[src/rtl/hazard_pkg.sv]
// Shared types and constants for the pipeline hazard controller.
// Used by hazard_ctrl and hazard_mc_counter.
package hazard_pkg;

    typedef enum logic {
        FL_IDLE  = 1'b0,
        FL_FLUSH = 1'b1
    } fl_state_e;

    localparam int FL_IFID = 0;
    localparam int FL_IDEX = 1;

    localparam logic DEF_STALL   = 1'b0;
    localparam logic DEF_PC_WE   = 1'b1;
    localparam logic DEF_IFID_WE = 1'b1;

endpackage

[src/rtl/hazard_mc_counter.sv]
// Mult/div latency counter: loads on start, counts down, saturates at zero.
// busy_o is high while any latency cycles remain.
module hazard_mc_counter #(
    parameter int MC_LAT = 32
) (
    input  logic clk,
    input  logic rst_n,
    input  logic start_i,
    output logic busy_o
);
    import hazard_pkg::*;

    localparam logic [7:0] LOAD_VAL = 8'(MC_LAT - 1);

    logic [7:0] cnt_q;
    logic [7:0] cnt_d;

    always_comb begin
        cnt_d = cnt_q;
        if (start_i) begin
            cnt_d = LOAD_VAL;
        end else if (cnt_q != 8'd0) begin
            cnt_d = cnt_q - 8'd1;
        end
    end

    always_ff @(posedge clk or negedge rst_n) begin
        if (!rst_n) begin
            cnt_q <= 8'd0;
        end else begin
            cnt_q <= cnt_d;
        end
    end

    assign busy_o = (cnt_q != 8'd0);

endmodule

[src/rtl/hazard_ctrl.sv]
// Pipeline hazard controller: pause, load-use, HI/LO interlock, flush sequencing.
// Optional stall-cycle counter enabled by defining HAZ_STALL_CNT_EN.
module hazard_ctrl #(
    parameter int REG_AW    = 5,
    parameter int NUM_RD    = 2,
    parameter int FLUSH_CYC = 1,
    parameter int MC_LAT    = 32,
    parameter int FLUSH_W   = 2
) (
    input  logic                     clk,
    input  logic                     rst_n,
    input  logic                     pause_i,
    input  logic                     jump_branch_i,
    input  logic [NUM_RD*REG_AW-1:0] id_rs_i,
    input  logic [NUM_RD-1:0]        id_rs_vld_i,
    input  logic                     id_hilo_use_i,
    input  logic [REG_AW-1:0]        ex_rd_i,
    input  logic                     ex_memrd_i,
    input  logic                     mc_start_i,
    output logic                     stall_o,
    output logic                     pc_we_o,
    output logic                     ifid_we_o,
    output logic [FLUSH_W-1:0]       flush_o,
    output logic                     mc_busy_o,
    output logic [31:0]              stall_cnt_o
);
    import hazard_pkg::*;

    localparam logic [3:0] FL_LOAD  = 4'(FLUSH_CYC - 1);
    localparam bit         FL_MULTI = (FLUSH_CYC > 1);

    fl_state_e   state_q, state_d;
    logic [3:0]  fcnt_q, fcnt_d;
    logic [NUM_RD-1:0] rs_hit;
    logic        load_use;
    logic        hilo_haz;
    logic        haz;
    logic        flush_act;

    for (genvar k = 0; k < NUM_RD; k++) begin : g_rs
        assign rs_hit[k] = id_rs_vld_i[k] &&
                           (id_rs_i[k*REG_AW +: REG_AW] == ex_rd_i);
    end

    assign load_use  = ex_memrd_i && (ex_rd_i != '0) && (|rs_hit);
    assign hilo_haz  = mc_busy_o && id_hilo_use_i;
    assign haz       = load_use || hilo_haz;
    assign flush_act = (state_q == FL_FLUSH) || jump_branch_i;

    hazard_mc_counter #(
        .MC_LAT (MC_LAT)
    ) u_mc (
        .clk     (clk),
        .rst_n   (rst_n),
        .start_i (mc_start_i),
        .busy_o  (mc_busy_o)
    );

    always_comb begin
        stall_o   = DEF_STALL;
        pc_we_o   = DEF_PC_WE;
        ifid_we_o = DEF_IFID_WE;
        flush_o   = '0;
        priority case (1'b1)
            pause_i, haz: begin
                stall_o   = 1'b1;
                pc_we_o   = 1'b0;
                ifid_we_o = 1'b0;
            end
            flush_act: begin
                flush_o[FL_IFID] = 1'b1;
            end
            default: ;
        endcase
    end

    // Pause freezes the sequencer; a hazard only blocks a new redirect.
    always_comb begin
        state_d = state_q;
        fcnt_d  = fcnt_q;
        if (!pause_i) begin
            if (jump_branch_i && !haz && FL_MULTI) begin
                state_d = FL_FLUSH;
                fcnt_d  = FL_LOAD;
            end else if (state_q == FL_FLUSH) begin
                if (fcnt_q <= 4'd1) begin
                    state_d = FL_IDLE;
                    fcnt_d  = 4'd0;
                end else begin
                    fcnt_d = fcnt_q - 4'd1;
                end
            end
        end
    end

    always_ff @(posedge clk or negedge rst_n) begin
        if (!rst_n) begin
            state_q <= FL_IDLE;
            fcnt_q  <= 4'd0;
        end else begin
            state_q <= state_d;
            fcnt_q  <= fcnt_d;
        end
    end

`ifdef HAZ_STALL_CNT_EN
    logic [31:0] stall_cnt_q;

    always_ff @(posedge clk or negedge rst_n) begin
        if (!rst_n) begin
            stall_cnt_q <= 32'd0;
        end else if (stall_o) begin
            stall_cnt_q <= stall_cnt_q + 32'd1;
        end
    end

    assign stall_cnt_o = stall_cnt_q;
`else
    assign stall_cnt_o = 32'd0;
`endif

endmodule
[config.mk]
export PLATFORM = sky130hd
export DESIGN_NAME = hazard_ctrl
export DESIGN_NICKNAME = d
export VERILOG_FILES = /design/src/rtl/hazard_pkg.sv /design/src/rtl/hazard_mc_counter.sv /design/src/rtl/hazard_ctrl.sv
export SDC_FILE = /design/constraint.sdc
export NUM_CORES = 1
export LEC_CHECK = 0
export ABC_CLOCK_PERIOD_IN_PS = 2450
export BUFFER_PORTS_ARGS = -buffer_cell sky130_fd_sc_hd__buf_4
export CAP_MARGIN = 40
export CORE_MARGIN = 4
export CORE_UTILIZATION = 40
export DETAILED_ROUTE_END_ITERATION = 10
export PLACE_DENSITY = 0.76
export RECOVER_POWER = 25
export SLEW_MARGIN = 25
export SYNTH_ARGS = -nofsm -noshare
export SYNTH_HDL_FRONTEND = slang
export SYNTH_HIERARCHICAL = 1
export SYNTH_SLANG_ARGS = --single-unit
[constraint.sdc]
create_clock -name clk -period 2.45 [get_ports clk]
set_input_delay 0.49 -clock clk [delete_from_list [all_inputs] [get_ports clk]]
set_output_delay 0.49 -clock clk [all_outputs]
set_load 0.005 [all_outputs]
==> impl_metrics.yaml <==
run_status:
  status: "complete, but fails checks"
  violations: "negative setup slack"
sta:
  rsz0062_at_grt: "true"
  timing.hold.ws_ps: 233
  slew_headroom: 0.527
  final_max_slew_viol_count: 0
  fin_crit_ps: 2510
  period_share: 1.02
  finalClockSkew_ps: 5.28
  setup_violations: 4
  hold_viol_final: 0
  max_freq_ghz: 0.399
  fin_setup_tns_ps: -209
  worst_slack_ps: -59.2
  tightestPinTransition_ps: 709
placed_design:
  place_inst: 183
  place_area_mm2: 0.00125
  hpwl_mm: 1.98
  io_buffers: 28
  routabilityCongestion: 0.727
finish:
  diodes: 0
  multi_input_area_um2: 657
  seq_area_um2: 325
  fin_util: 0.510
  drive_above_1_share: 0.266
  final_cells: 188
  syn2layout_area_growth_pct: 17.4
  stdcell_area_mm2: 0.00131
  layout.nets: 187
  n_fill_cell: 240
grt:
  grt_pass1_wl_mm: 3.25
  antenna_found_initial: 0
  grt_max_degree: 14
  track_usage: 0.115
  grt_pass1_vias: 818
  grt_overflow: 0
min_path:
  hp-class: "input pin to asynchronous set/reset pin"
worst_setup_path:
  critPathTopFamily: "simple AND/OR/NAND/NOR gates"
  end_kind: "primary output"
  slowest_delay_ps: 530
  cp_cell_sequence: "or4_4 > or3_4 > a21oi_4 > a21bo_1 > buf_6"
  crit_slowest_cell: "or4_4"
  cp.required_ps: 1960
  crit_path_start_kind: "flop"
  arrival_ps: 2020
  path_max_fanout: 3
  worst-path-buf-inv: 1
  worst-setup-path-type: "flop to primary output"
drt:
  wl_mm: 2.28
  drt_pass1_iterations: 4
  first_iter_violations: 26
  num_vias: 883
  ant_nets: 0
  wl_per_cell_um: 12.1
  routed_via_density: 4.70
  drc: 0
yosys:
  synth_edf_count: 0
  synthTopCellsByCount: "34 x buf_4, 13 x dfrtp_1, 11 x xnor2_1"
  async_reset_ff_frac: 1.00
  netlist-cell-type-count: 31
  synth_top_area_frac: 0.291
  yosysMostFrequentCell: "buf_4"
  yosys.area.top_type: "dfrtp_1"
  synth_cells: 125
  synthTopCellsByArea: "dfrtp_1 29%, buf_4 23%, xnor2_1 8.6%"
  ys_warn_count: 6
  synth-seq-cells: 13
  syn_avg_cell_area_um2: 8.93
  ys.flop_type: "dfrtp_1"
  syn_area_mm2: 0.00112
  ys_seq_area_frac: 0.291
floorplan:
  io-pin-count: 62
  die_width_um: 60.8
  rows: 18
  core_mm2: 0.00257
  start_util: 0.435
  die_h_um: 60.8
  die-area_mm2: 0.00370
run:
  cap_violations: 0
clock_tree:
  cts_sinks: 13
  cts_root_buf: "clkbuf_4"
  cts-htree-levels: 1
  clockBufferDepth: 2
  hold_buffers: 0
  numCtsBuffers: 3
  clk_pin_slew_worst_paths_ps: 80
  clk-insertion-delay-late_ps: 270
  cts_tree: "done"
power:
  cellPowerDensity_mw_per_mm2: 345
  peakVddDrop_mv: 0.272
  total_leakage_power_nw: 0.628
[cells by family (layout without fill, tap and decap cells)]
family          after synthesis  count (layout)  share of synthesized area
fa+ha+maj                     4               4                     0.0448
simple gates                 31              31                      0.167
compound gates               21              21                      0.127
buf+inv                      41              42                      0.252
other cells                   1              33                    0.00336
flops                        13              13                      0.291
mux                           3               3                     0.0280
xor+xnor                     11              11                     0.0863
[routing by layer]
layer | track usage | wire [um] | part of all wire | vias up
met5 | 0 | 0 | 0 | -
met4 | 0.0186 | 6 | 0.0026 | 0
met3 | 0.0234 | 341 | 0.15 | 2
met2 | 0.231 | 1140 | 0.50 | 55
met1 | 0.124 | 794 | 0.35 | 397
li1 | - | - | - | 429
[worst register-to-register path, cell delays in order (launching register included)]
cell,delay [ps]
dfrtp_1,390
or4_4,530
buf_4,170
nor3_4,260
nor4_1,90
mux2_2,270
[stage by stage]
step,power [mW],setup WS [ps]
floorplan,0.312,10.1
global placement,0.320,137
detailed placement,0.323,56.4
CTS,0.458,-70.3
global route,0.488,-148
finish,0.453,-59.2
[where the power goes]
| part | leakage, nW | switching (mW) | internal (mW) |
|---|---|---|---|
| combinational | 0.451 | 0.0513 | 0.0510 |
| clock | 0.0177 | 0.0683 | 0.0604 |
| sequential | 0.159 | 0.00312 | 0.218 |
[path summary, 6_finish.rpt]
kind	cells after the start	startpoint	slack (ps)	to
worst max-delay path	5	u_mc/cnt_q[3]$_DFFE_PN0P_	-60	stall_o
min in group clk	2	mc_start_i	440	u_mc/cnt_q[7]$_DFFE_PN0P_
max in group asynchronous	1	rst_n	1770	u_mc/cnt_q[3]$_DFFE_PN0P_
worst min-delay path	1	rst_n	230	u_mc/cnt_q[1]$_DFFE_PN0P_
worst max register to register	5	u_mc/cnt_q[3]$_DFFE_PN0P_	640	u_mc/cnt_q[5]$_DFFE_PN0P_
worst min register to register	2	fcnt_q[1]$_DFFE_PN0P_	510	fcnt_q[1]$_DFFE_PN0P_
[repair_timing]
action / 4_1_cts / 5_1_grt
gates resized for setup: 6 / 1
setup buffers: 1 / 0
endpoints found under the setup margin: 4 / 4
pin swaps: 3 / 0
[layout make-up]
type                            instances  share of cell area
Multi-Input combinational cell        103               0.501
Sequential cell                        13               0.248
Timing Repair Buffer                   32               0.183
Tap cell                               30              0.0287
Clock buffer                            3              0.0172
Inverter                                6              0.0172
Clock inverter                          1             0.00382
[registers in the layout, indices dropped and copies added, names as in the netlist]
name        count
state_q         1
fcnt_q          4
u_mc/cnt_q      8
[layout by cell type, fill, tap and decap left out, drive strengths merged, types with 5 or more instances in the layout]
cell type  netlist  routed
dfrtp           13      13
buf             35      31
conb             1      33
inv              6       6
xnor2           11      11
a21oi            5       5
nor2             5       5
No activity file was read; power rests on OpenSTA's default activity.
